[config.mk]
export PLATFORM = sky130hd
export DESIGN_NAME = multicycle_ctrl_flat
export DESIGN_NICKNAME = d
export VERILOG_FILES = /design/src/rtl/mc_ctrl_pkg.sv /design/src/rtl/multicycle_ctrl_if.sv /design/src/rtl/alu_decoder.sv /design/src/rtl/multicycle_ctrl.sv /design/src/flat_wrapper.sv
export SDC_FILE = /design/constraint.sdc
export NUM_CORES = 1
export LEC_CHECK = 0
export CORE_UTILIZATION = 29
export DETAILED_ROUTE_END_ITERATION = 10
export PLACE_DENSITY_LB_ADDON = 0.15
export SLEW_MARGIN = 0
export SYNTH_ARGS = -nofsm -noshare
export SYNTH_HDL_FRONTEND = slang
export SYNTH_SLANG_ARGS = --single-unit
[constraint.sdc]
create_clock -name clk -period 1.7 [get_ports clk]
set_input_delay 0.255 -clock clk [delete_from_list [all_inputs] [get_ports clk]]
set_output_delay 0.255 -clock clk [all_outputs]
set_load 0.005 [all_outputs]
[src/rtl/mc_ctrl_pkg.sv]
// Shared encodings for the multicycle RV32I control FSM: opcodes, states,
// ALU operations and datapath select codes.
package mc_ctrl_pkg;

    localparam logic [6:0] OP_LOAD   = 7'b0000011;
    localparam logic [6:0] OP_STORE  = 7'b0100011;
    localparam logic [6:0] OP_RTYPE  = 7'b0110011;
    localparam logic [6:0] OP_ITYPE  = 7'b0010011;
    localparam logic [6:0] OP_BRANCH = 7'b1100011;
    localparam logic [6:0] OP_JAL    = 7'b1101111;
    localparam logic [6:0] OP_LUI    = 7'b0110111;

    localparam logic [6:0] F7_ALT = 7'b0100000;

    typedef enum logic [3:0] {
        S_FETCH, S_DECODE, S_MEMADR, S_MEMREAD, S_MEMWB, S_MEMWRITE,
        S_EXECR, S_EXECI, S_ALUWB, S_BRANCH, S_JAL, S_LUI
    } state_e;

    localparam logic [3:0] ALU_ADD  = 4'b0000;
    localparam logic [3:0] ALU_SUB  = 4'b0001;
    localparam logic [3:0] ALU_AND  = 4'b0010;
    localparam logic [3:0] ALU_OR   = 4'b0011;
    localparam logic [3:0] ALU_XOR  = 4'b0100;
    localparam logic [3:0] ALU_SLL  = 4'b0101;
    localparam logic [3:0] ALU_SRL  = 4'b0110;
    localparam logic [3:0] ALU_SRA  = 4'b0111;
    localparam logic [3:0] ALU_SLT  = 4'b1000;
    localparam logic [3:0] ALU_SLTU = 4'b1001;

    localparam logic [2:0] IMM_I = 3'b000;
    localparam logic [2:0] IMM_S = 3'b001;
    localparam logic [2:0] IMM_B = 3'b010;
    localparam logic [2:0] IMM_U = 3'b011;
    localparam logic [2:0] IMM_J = 3'b100;

    localparam logic [1:0] RES_ALUOUT = 2'b00;
    localparam logic [1:0] RES_DATA   = 2'b01;
    localparam logic [1:0] RES_ALU    = 2'b10;

    localparam logic [1:0] SRCA_PC    = 2'b00;
    localparam logic [1:0] SRCA_OLDPC = 2'b01;
    localparam logic [1:0] SRCA_RS1   = 2'b10;
    localparam logic [1:0] SRCA_ZERO  = 2'b11;

    localparam logic [1:0] SRCB_RS2  = 2'b00;
    localparam logic [1:0] SRCB_IMM  = 2'b01;
    localparam logic [1:0] SRCB_FOUR = 2'b10;

endpackage

[src/rtl/multicycle_ctrl_if.sv]
// Shared memory-port handshake between the control FSM and the memory.
interface multicycle_ctrl_if;
    logic MemReq;
    logic AdrSrc;
    logic MemWrite;
    logic MemReady;

    modport master (output MemReq, AdrSrc, MemWrite, input MemReady);
    modport slave  (input MemReq, AdrSrc, MemWrite, output MemReady);
endinterface

[src/rtl/alu_decoder.sv]
// funct3/funct7 to ALU operation; the alternate (sub) encoding on funct3=000
// applies only to R-type, shifts honour funct7 for both forms.
module alu_decoder
    import mc_ctrl_pkg::*;
(
    input  logic [2:0] funct3,
    input  logic [6:0] funct7,
    input  logic       is_rtype,
    output logic [3:0] alu_control
);
    logic alt;
    assign alt = (funct7 == F7_ALT);

    always_comb begin
        alu_control = ALU_ADD;
        case (funct3)
            3'b000:  alu_control = (is_rtype && alt) ? ALU_SUB : ALU_ADD;
            3'b001:  alu_control = ALU_SLL;
            3'b010:  alu_control = ALU_SLT;
            3'b011:  alu_control = ALU_SLTU;
            3'b100:  alu_control = ALU_XOR;
            3'b101:  alu_control = alt ? ALU_SRA : ALU_SRL;
            3'b110:  alu_control = ALU_OR;
            default: alu_control = ALU_AND;
        endcase
    end
endmodule

[src/rtl/multicycle_ctrl.sv]
// Main control FSM for the multicycle RV32I datapath.
// Define MC_PERF_CNT_EN to build the cycle / retired-instruction counters.
module multicycle_ctrl
    import mc_ctrl_pkg::*;
#(
    parameter int DATA_WIDTH = 32
) (
    input  logic                  clk,
    input  logic                  rst,
    input  logic [6:0]            op,
    input  logic [2:0]            funct3,
    input  logic [6:0]            funct7,
    input  logic                  Zero,
    multicycle_ctrl_if.master     mem,
    output logic                  IRWrite,
    output logic                  PCWrite,
    output logic                  RegWrite,
    output logic [1:0]            ResultSrc,
    output logic [1:0]            ALUSrcA,
    output logic [1:0]            ALUSrcB,
    output logic [3:0]            ALUControl,
    output logic [2:0]            ImmSrc,
    output logic                  IllegalOp,
    output logic [DATA_WIDTH-1:0] CycleCnt,
    output logic [DATA_WIDTH-1:0] InstRet
);
    state_e     state_q, state_d;
    logic       mem_req, adr_src, mem_write;
    logic [3:0] dec_alu;

    alu_decoder u_alu_dec (
        .funct3      (funct3),
        .funct7      (funct7),
        .is_rtype    (state_q == S_EXECR),
        .alu_control (dec_alu)
    );

    assign mem.MemReq   = mem_req;
    assign mem.AdrSrc   = adr_src;
    assign mem.MemWrite = mem_write;

    always_comb begin
        state_d    = state_q;
        mem_req    = 1'b0;
        adr_src    = 1'b0;
        mem_write  = 1'b0;
        IRWrite    = 1'b0;
        PCWrite    = 1'b0;
        RegWrite   = 1'b0;
        ResultSrc  = RES_ALUOUT;
        ALUSrcA    = SRCA_PC;
        ALUSrcB    = SRCB_RS2;
        ALUControl = ALU_ADD;
        ImmSrc     = IMM_I;
        IllegalOp  = 1'b0;
        case (state_q)
            S_FETCH: begin
                mem_req   = 1'b1;
                ALUSrcB   = SRCB_FOUR;
                ResultSrc = RES_ALU;
                IRWrite   = mem.MemReady;
                PCWrite   = mem.MemReady;
                if (mem.MemReady) state_d = S_DECODE;
            end
            S_DECODE: begin
                // Branch/jump target lands in ALUOut for BRANCH/JAL to use.
                ALUSrcA = SRCA_OLDPC;
                ALUSrcB = SRCB_IMM;
                ImmSrc  = (op == OP_JAL) ? IMM_J : IMM_B;
                case (op)
                    OP_LOAD, OP_STORE: state_d = S_MEMADR;
                    OP_RTYPE:          state_d = S_EXECR;
                    OP_ITYPE:          state_d = S_EXECI;
                    OP_BRANCH:         state_d = S_BRANCH;
                    OP_JAL:            state_d = S_JAL;
                    OP_LUI:            state_d = S_LUI;
                    default: begin
                        IllegalOp = 1'b1;
                        state_d   = S_FETCH;
                    end
                endcase
            end
            S_MEMADR: begin
                ALUSrcA = SRCA_RS1;
                ALUSrcB = SRCB_IMM;
                ImmSrc  = (op == OP_STORE) ? IMM_S : IMM_I;
                state_d = (op == OP_STORE) ? S_MEMWRITE : S_MEMREAD;
            end
            S_MEMREAD: begin
                mem_req = 1'b1;
                adr_src = 1'b1;
                if (mem.MemReady) state_d = S_MEMWB;
            end
            S_MEMWB: begin
                ResultSrc = RES_DATA;
                RegWrite  = 1'b1;
                state_d   = S_FETCH;
            end
            S_MEMWRITE: begin
                mem_req   = 1'b1;
                adr_src   = 1'b1;
                mem_write = 1'b1;
                if (mem.MemReady) state_d = S_FETCH;
            end
            S_EXECR: begin
                ALUSrcA    = SRCA_RS1;
                ALUControl = dec_alu;
                state_d    = S_ALUWB;
            end
            S_EXECI: begin
                ALUSrcA    = SRCA_RS1;
                ALUSrcB    = SRCB_IMM;
                ALUControl = dec_alu;
                state_d    = S_ALUWB;
            end
            S_BRANCH: begin
                ALUSrcA    = SRCA_RS1;
                ALUControl = ALU_SUB;
                PCWrite    = (funct3 == 3'b000) ? Zero :
                             (funct3 == 3'b001) ? ~Zero : 1'b0;
                state_d    = S_FETCH;
            end
            S_JAL: begin
                ALUSrcA = SRCA_OLDPC;
                ALUSrcB = SRCB_FOUR;
                PCWrite = 1'b1;
                state_d = S_ALUWB;
            end
            S_LUI: begin
                ALUSrcA = SRCA_ZERO;
                ALUSrcB = SRCB_IMM;
                ImmSrc  = IMM_U;
                state_d = S_ALUWB;
            end
            S_ALUWB: begin
                RegWrite = 1'b1;
                state_d  = S_FETCH;
            end
            default: state_d = S_FETCH;
        endcase
        // Reset overrides everything so no enable can fire on the reset edge.
        if (rst) begin
            state_d    = S_FETCH;
            mem_req    = 1'b0;
            adr_src    = 1'b0;
            mem_write  = 1'b0;
            IRWrite    = 1'b0;
            PCWrite    = 1'b0;
            RegWrite   = 1'b0;
            ResultSrc  = RES_ALUOUT;
            ALUSrcA    = SRCA_PC;
            ALUSrcB    = SRCB_RS2;
            ALUControl = ALU_ADD;
            ImmSrc     = IMM_I;
            IllegalOp  = 1'b0;
        end
    end

    always_ff @(posedge clk) begin
        if (rst) state_q <= S_FETCH;
        else     state_q <= state_d;
    end

`ifdef MC_PERF_CNT_EN
    logic [DATA_WIDTH-1:0] cycle_cnt_q, cycle_cnt_d;
    logic [DATA_WIDTH-1:0] inst_ret_q, inst_ret_d;
    logic                  retire;

    always_comb begin
        retire = (state_d == S_FETCH) &&
                 (state_q inside {S_MEMWB, S_MEMWRITE, S_ALUWB, S_BRANCH});
        cycle_cnt_d = cycle_cnt_q + DATA_WIDTH'(1);
        inst_ret_d  = retire ? inst_ret_q + DATA_WIDTH'(1) : inst_ret_q;
        if (rst) begin
            cycle_cnt_d = '0;
            inst_ret_d  = '0;
        end
    end

    always_ff @(posedge clk) begin
        cycle_cnt_q <= cycle_cnt_d;
        inst_ret_q  <= inst_ret_d;
    end

    assign CycleCnt = rst ? '0 : cycle_cnt_q;
    assign InstRet  = rst ? '0 : inst_ret_q;
`else
    assign CycleCnt = '0;
    assign InstRet  = '0;
`endif

endmodule

[src/flat_wrapper.sv]
// flat-port wrapper written by rule: the top's interface ports become plain ports
module multicycle_ctrl_flat import mc_ctrl_pkg::*;
#(
    parameter int DATA_WIDTH = 32
)
  (clk, rst, op, funct3, funct7, Zero, IRWrite, PCWrite, RegWrite, ResultSrc, ALUSrcA, ALUSrcB, ALUControl, ImmSrc, IllegalOp, CycleCnt, InstRet, mem_MemReq, mem_AdrSrc, mem_MemWrite, mem_MemReady);
  multicycle_ctrl_if mem_i ();
  input  logic clk;
  input  logic rst;
  input  logic [6:0] op;
  input  logic [2:0] funct3;
  input  logic [6:0] funct7;
  input  logic Zero;
  output logic IRWrite;
  output logic PCWrite;
  output logic RegWrite;
  output logic [1:0] ResultSrc;
  output logic [1:0] ALUSrcA;
  output logic [1:0] ALUSrcB;
  output logic [3:0] ALUControl;
  output logic [2:0] ImmSrc;
  output logic IllegalOp;
  output logic [DATA_WIDTH-1:0] CycleCnt;
  output logic [DATA_WIDTH-1:0] InstRet;
  output wire logic [$bits(mem_i.MemReq)-1:0] mem_MemReq;
  output wire logic [$bits(mem_i.AdrSrc)-1:0] mem_AdrSrc;
  output wire logic [$bits(mem_i.MemWrite)-1:0] mem_MemWrite;
  input wire logic [$bits(mem_i.MemReady)-1:0] mem_MemReady;
  assign mem_MemReq = mem_i.MemReq;
  assign mem_AdrSrc = mem_i.AdrSrc;
  assign mem_MemWrite = mem_i.MemWrite;
  assign mem_i.MemReady = mem_MemReady;
  multicycle_ctrl #(.DATA_WIDTH(DATA_WIDTH)) u_core (.clk(clk), .rst(rst), .op(op), .funct3(funct3), .funct7(funct7), .Zero(Zero), .mem(mem_i), .IRWrite(IRWrite), .PCWrite(PCWrite), .RegWrite(RegWrite), .ResultSrc(ResultSrc), .ALUSrcA(ALUSrcA), .ALUSrcB(ALUSrcB), .ALUControl(ALUControl), .ImmSrc(ImmSrc), .IllegalOp(IllegalOp), .CycleCnt(CycleCnt), .InstRet(InstRet));
endmodule
==> run_results.csv, run 1 <==
group,metric,value,unit
detailed_routing,antenna_left,0,
setup_path,crit_arrival,1.61,ns
clock_tree,cts_root_buf,"clkbuf_8",
setup_path,setup.worst_path.end_class,"output pin",
layout,antenna_cells,0,
layout,stdcell_area,1859,um^2
sta,timing_max_transition_violations_final,0,
logic_synthesis,syn_inst,172,
detailed_routing,wl_met3,221,um
logic_synthesis,synthAdderAreaFrac,0,%
pwr,power.leakage,0.9169,nW
layout,drive_gt1_share,43.31,%
logic_synthesis,synth.area.top_cells,"buf_4, dfxtp_1, o21ai_0",
clock_tree,cts_buffers,3,
layout,multi_input_area,984.7,um^2
layout,regArea,87.58,um^2
sta,max_freq,0.5355,GHz
layout,final_cell_mix,"conb_1, buf_4, buf_2",
grt,grt_max_degree,13,
logic_synthesis,ys_seq_area_share,6.780,%
grt,grt_pass1_wl,4.719,mm
sta,hold_viol,0,
logic_synthesis,syn_area_per_cell,6.867,um^2
detailed_routing,wire_per_inst,10.17,um
place,place_area,1649,um^2
floorplan,die_height,65.82,um
sta,period_share,109.8,%
layout,reg_top3,"u_core.state_q: 4 flops",
layout,area_growth,57.41,%
logic_synthesis,synth_xor_xnor_area_share,2.225,%
sta,fin_worst_skew,0.002333,ns
layout,fill_cells,402,
logic_synthesis,synth.distinct_cells,40,
place,port_buffers,40,
hold_path,holdCritPathClass,"in -> reg",
layout,final_common_cell,"conb_1",
setup_path,required,1.44,ns
logic_synthesis,syn_area,1181,um^2
detailed_routing,highest_layer,"met4",
floorplan,die_area,4332,um^2
logic_synthesis,synth-seq-cells,4,
logic_synthesis,synth-simple-area-share,30.72,%
detailed_routing,vias,1272,
clock_tree,insertion_delay,0.22,ns
detailed_routing,drtPass1Iterations,4,
floorplan,io_pins,105,
grt,antenna_found_initial,0,
grt,grt_pass1_vias,1047,
floorplan,rows,22,
detailed_routing,drt_iter0_markers,21,
pwr,irDropWorstVdd,0.2679,mV
pwr,p_per_area,319.3,nW/um^2
detailed_routing,vias_per_cell,4.212,
layout,largest_reg_flops,4,
sta,post-route-min-period,1.867,ns
clock_tree,clock-sinks,4,
floorplan,start_util,31.32,%
setup_path,crit_type,"in -> out",
sta,rsz0062_at_grt,"true",
layout,nets,277,
clock_tree,clockBufferDepth,2,
floorplan,core,3771,um^2
logic_synthesis,synthMuxAreaShare,1.695,%
clock_tree,cts_tree,"built",
clock_tree,clk_pin_slew,0.03,ns
place,gp_congestion,0.7526,
logic_synthesis,ys_warn_count,0,
place,place_ws,-0.9512,ns
outcome,status,"complete, but fails checks",
logic_synthesis,synth_compound_gate_area_share,15.04,%
outcome,violations,"negative setup slack",
clock_tree,hold_buffers,0,
sta,worst_slack,-0.1674,ns
run,cap_viol_max_count,0,
grt,grt-ovfl-total,0,
place,place_hpwl,2.371,mm
sta,setup_violations,2,
logic_synthesis,netlist.area_leader.share,40.68,%
setup_path,cp-start-kind,"input port",
logic_synthesis,synth_top_area_cell,"buf_4",
logic_synthesis,synth_top_family_by_area,"buffers and inverters",
detailed_routing,m1WireLength,1.291,mm
floorplan,die_x,65.82,um
grt,grtUsageTotal,13.79,%
detailed_routing,routed-wl-met2,1.548,mm
detailed_routing,drcViolationCount,0,
clock_tree,htree_levels,1,
detailed_routing,totalWireLength,3.071,mm
layout,regMostFlops,"u_core.state_q",
setup_path,cp_max_fo,2,
-- kinds of logic (layout without fill, tap and decap cells) --
logic type	Yosys count	after routing
XOR/XNOR	3	3
other	1	64
AND/OR/NAND/NOR	62	62
AO/OA/AOI/OAI	28	28
multiplexers	2	2
buffers and inverters	72	91
flip-flops	4	4
-- final timing paths --
check                                      start                        endpoint  slack, ns  cells past startpoint
setup / recovery                           op[3]                       ImmSrc[0]      -0.17                      6
hold / removal                             op[2]  u_core.state_q[1]$_SDFFE_PP0P_       0.52                      4
setup reg to reg  u_core.state_q[3]$_SDFFE_PP0P_  u_core.state_q[2]$_SDFFE_PP0P_       0.24                      7
hold reg to reg   u_core.state_q[0]$_SDFFE_PP0P_  u_core.state_q[2]$_SDFFE_PP0P_       0.65                      3
-- cells in the mapped netlist --
| cell type | n |
|---|---|
| nand2b_1 | 2 |
| nor2b_1 | 5 |
| xnor2_1 | 2 |
| o21ai_0 | 9 |
| nor4b_1 | 1 |
| a31oi_1 | 1 |
| or4b_2 | 2 |
| conb_1 | 1 |
| o21a_1 | 1 |
| or3_1 | 1 |
| inv_1 | 1 |
| nand2_1 | 12 |
| nand3b_1 | 1 |
| nand4bb_4 | 1 |
| clkbuf_1 | 5 |
| a21oi_1 | 7 |
| dfxtp_1 | 4 |
| nor3b_1 | 5 |
| and3_1 | 2 |
| nor3_1 | 7 |
| a21o_1 | 1 |
| and2_0 | 1 |
| o32ai_1 | 1 |
| nor4_1 | 3 |
| xor2_1 | 1 |
| a41o_1 | 1 |
| mux2i_1 | 2 |
| nand3_1 | 5 |
| a211oi_1 | 2 |
| or4b_4 | 1 |
| buf_1 | 2 |
| a21boi_0 | 1 |
| o32a_2 | 1 |
| o211ai_1 | 1 |
| a32o_1 | 1 |
| nor2_1 | 11 |
| or4_1 | 1 |
| o22ai_1 | 1 |
| and2_1 | 1 |
| buf_4 | 64 |
-- worst max-delay path, stage by stage --
cell and delay [ns]:
buf_6 0.09, nand4bb_4 0.21, or4b_4 0.50, or3_1 0.33, a21oi_2 0.11, buf_2 0.11
-- power by group --
part	internal [W]	leakage [nW]	total [W]	switching [W]
Sequential	0.0000970	0.0346	0.000101	0.00000421
Combinational	0.000150	0.861	0.000297	0.000147
Clock	0.000151	0.0216	0.000196	0.0000450
Total	0.000398	0.917	0.000594	0.000196
-- per-layer routing --
| metal | GRT usage [%] | vias to the layer above |
|---|---|---|
| li1 | - | 630 |
| met5 | 0 | - |
| met1 | 17.76 | 584 |
| met3 | 3.103 | 3 |
| met4 | 2.446 | 0 |
| met2 | 23.34 | 55 |
-- cell type report --
cell class / count / area share, %
Clock buffer: 3 / 2.221
Inverter: 1 / 0.2019
Multi-Input combinational cell: 159 / 52.96
Sequential cell: 4 / 4.711
Tap cell: 48 / 3.230
Timing Repair Buffer: 87 / 36.68
-- what timing repair did --
action	4_1_cts	5_1_grt
setup endpoints to repair	21	17
gates cloned	0	0
resized for setup	123	32
setup buffers	6	4
pin swaps	19	12
-- through the flow --
step | power, W | hold WS [ns] | TNS, ns | util, % | std cells
3_5_place_dp | 0.0003745 | 0.6878 | -9.253 | 43.73 | 289
6_report | 0.0005937 | 0.5234 | -0.1738 | 49.30 | 302
3_3_place_gp | 0.0003751 | 0.6799 | -9.423 | 43.73 | 289
4_1_cts | 0.0005841 | 0.5185 | -0.2602 | 48.11 | 298
5_1_grt | 0.0006463 | 0.5696 | -0.2998 | 49.30 | 302
2_1_floorplan | 0.0003222 | 0.4193 | 0 | - | 235
Power figures use the tool's default switching activity.
==> inputs of run 2 (changes only) <==
--- a/config.mk
+++ b/config.mk
@@ -5,7 +5,8 @@
 export SDC_FILE = /design/constraint.sdc
 export NUM_CORES = 1
 export LEC_CHECK = 0
-export CORE_UTILIZATION = 29
+export CORE_UTILIZATION = 34
+export CTS_CLUSTER_DIAMETER = 40
 export DETAILED_ROUTE_END_ITERATION = 10
 export PLACE_DENSITY_LB_ADDON = 0.15
 export SLEW_MARGIN = 0
==> constraint.sdc (replaced) <==
create_clock -name clk -period 2.3 [get_ports clk]
set_input_delay 0.345 -clock clk [delete_from_list [all_inputs] [get_ports clk]]
set_output_delay 0.345 -clock clk [all_outputs]
set_load 0.005 [all_outputs]
==> run_results.csv, run 2 (same netlist as run 1, synthesis figures left out) <==
group,metric,value,unit
setup_path,critPathLaunch,"u_core.state_q[2]$_SDFFE_PP0P_",
layout,nets,254,
sta,fin_worst_skew,0.003009,ns
pwr,p_sw_share,35.69,%
setup_path,required,1.96,ns
place,port_buffers,40,
pwr,p_int,0.0002339,W
pwr,comb_power_share,56.7,%
outcome,status,"completed",
detailed_routing,drt_iter0_markers,21,
run,cap_viol_max_count,0,
floorplan,io_pins,105,
floorplan,die_height,60.94,um
place,gp_congestion,0.7621,
setup_path,cp-start-kind,"flop",
sta,post-route-min-period,2.229,ns
floorplan,die_area,3714,um^2
grt,grt-ovfl-total,0,
floorplan,start_util,35.40,%
sta,worst_slack,0.07085,ns
pwr,power.leakage,0.8707,nW
hold_path,holdCritPathClass,"reg -> reg",
detailed_routing,totalWireLength,2.865,mm
layout,area_growth,43.64,%
sta,timing_max_transition_violations_final,0,
grt,grt_pass1_wl,4.036,mm
setup_path,reg2reg_to,"u_core.state_q[2]$_SDFFE_PP0P_",
detailed_routing,wire_per_inst,10.34,um
setup_path,crit_arrival,1.88,ns
setup_path,reg2reg_slack,0.90,ns
detailed_routing,vias,1217,
pwr,report.power.total,0.0003637,W
pwr,irDropWorstVdd,0.1714,mV
pwr,p_per_area,214.4,nW/um^2
layout,largest_reg_flops,4,
clock_tree,clk_pin_slew,0.04,ns
grt,grtUsageTotal,14.05,%
clock_tree,clockBufferDepth,2,
pwr,seq_power_share,20.6,%
detailed_routing,vias_per_cell,4.394,
detailed_routing,drtPass1Iterations,5,
floorplan,rows,21,
clock_tree,htree_levels,1,
grt,antenna_found_initial,0,
grt,grt_pass1_vias,987,
setup_path,r2r-start,"u_core.state_q[3]$_SDFFE_PP0P_",
pwr,power_switching,0.0001298,W
layout,final_common_cell,"conb_1",
sta,period_share,96.92,%
place,place_hpwl,2.201,mm
detailed_routing,drcViolationCount,0,
floorplan,core,3337,um^2
grt,grt_max_degree,16,
place,place_ws,-0.5393,ns
sta,hold_viol,0,
setup_path,crit_path_end,"ALUSrcB[0]",
setup_path,crit_type,"reg -> out",
clock_tree,insertion_delay,0.23,ns
setup_path,setup.worst_path.end_class,"output pin",
sta,rsz0062_at_grt,"true",
layout,antenna_cells,0,
layout,regMostFlops,"u_core.state_q",
layout,drive_gt1_share,22.94,%
setup_path,ff2ff_path_depth,6,
setup_path,cp_max_fo,5,
clock_tree,cts_buffers,3,
clock_tree,cts_tree,"built",
detailed_routing,antenna_left,0,
pwr,clkPwrFrac,22.7,%
clock_tree,clock-sinks,4,
layout,reg_top3,"u_core.state_q: 4 flops",
clock_tree,cts_root_buf,"clkbuf_4",
layout,final_cell_mix,"conb_1, clkdlybuf4s50_1, buf_4",
sta,setup_violations,0,
floorplan,die_x,60.94,um
sta,max_freq,0.4486,GHz
run 2: cell types whose count changed in the layout (fill, tap and decap cells not counted), sizes merged:
| cell | delta |
|---|---|
| clkbuf | -8 |
| clkdlybuf4s15 | -9 |
| buf | -35 |
| dlygate4sd2 | -2 |
| dlymetal6s2s | +9 |
| clkdlybuf4s50 | +22 |
run 2: routing by layer:
| layer | GRT usage (%) | vias to the layer above | wire length (um) |
|---|---|---|---|
| met1 | 14.76 | 552 | 1000 |
| met4 | 3.247 | 0 | 15 |
| li1 | - | 586 | - |
| met5 | 0 | - | 0 |
| met2 | 28.73 | 77 | 1583 |
| met3 | 2.132 | 2 | 265 |
run 2: worst max-delay path: stages, from the launching register on:
cell and delay (ns):
dfxtp_1 0.36, or4b_2 0.64, a21oi_1 0.16, clkdlybuf4s50_1 0.51
run 2: area by class of cell:
class | count | area, um^2
multi-input cells | 159 | 935.9
fillers | 351 | 1640
inverters | 1 | 3.754
clock buffers | 3 | 22.52
flip-flops and latches | 4 | 86.33
repair buffers | 64 | 590.6
well taps | 46 | 57.56
run 2: timing repair:
item	in CTS	in global routing
buffers inserted	0	2
gates resized for setup	28	25
cloned	0	0
endpoints found under the setup margin	13	15
pin swaps	3	8
hold buffers	0	0
run 2: worst min path at each step:
| stage | startpoint | depth (start not counted) | slack, ns | to |
|---|---|---|---|---|
| after floorplan | mem_MemReady | 2 | 0.51 | u_core.state_q[0]$_SDFFE_PP0P_ |
| after global placement | u_core.state_q[0]$_SDFFE_PP0P_ | 3 | 0.72 | u_core.state_q[2]$_SDFFE_PP0P_ |
| after detailed placement | u_core.state_q[0]$_SDFFE_PP0P_ | 3 | 0.74 | u_core.state_q[2]$_SDFFE_PP0P_ |
| after CTS | u_core.state_q[0]$_SDFFE_PP0P_ | 3 | 0.74 | u_core.state_q[2]$_SDFFE_PP0P_ |
| after global routing | u_core.state_q[1]$_SDFFE_PP0P_ | 2 | 0.68 | u_core.state_q[3]$_SDFFE_PP0P_ |
| final | u_core.state_q[1]$_SDFFE_PP0P_ | 2 | 0.65 | u_core.state_q[3]$_SDFFE_PP0P_ |
run 2: power groups by stage:
stage,Combinational (W),Sequential (W),Clock [W]
final,0.000206,0.0000748,0.0000825
after global routing,0.000234,0.0000755,0.0000908
after CTS,0.000196,0.0000750,0.0000869
after detailed placement,0.000190,0.0000761,0
after global placement,0.000188,0.0000762,0
after floorplan,0.000163,0.0000751,0
run 2: per-stage QoR:
| stage | hold slack [ns] | area (um^2) | setup TNS [ns] | utilization, % | instances |
|---|---|---|---|---|---|
| 6_report | 0.6515 | 1697 | 0 | 50.84 | 277 |
| 2_1_floorplan | 0.5093 | 1418 | 0 | - | 235 |
| 4_1_cts | 0.7439 | 1593 | -0.1146 | 47.73 | 275 |
| 3_3_place_gp | 0.7234 | 1534 | -1.740 | 45.97 | 272 |
| 3_5_place_dp | 0.7367 | 1534 | -1.905 | 45.97 | 272 |
| 5_1_grt | 0.6760 | 1697 | -0.03232 | 50.84 | 277 |
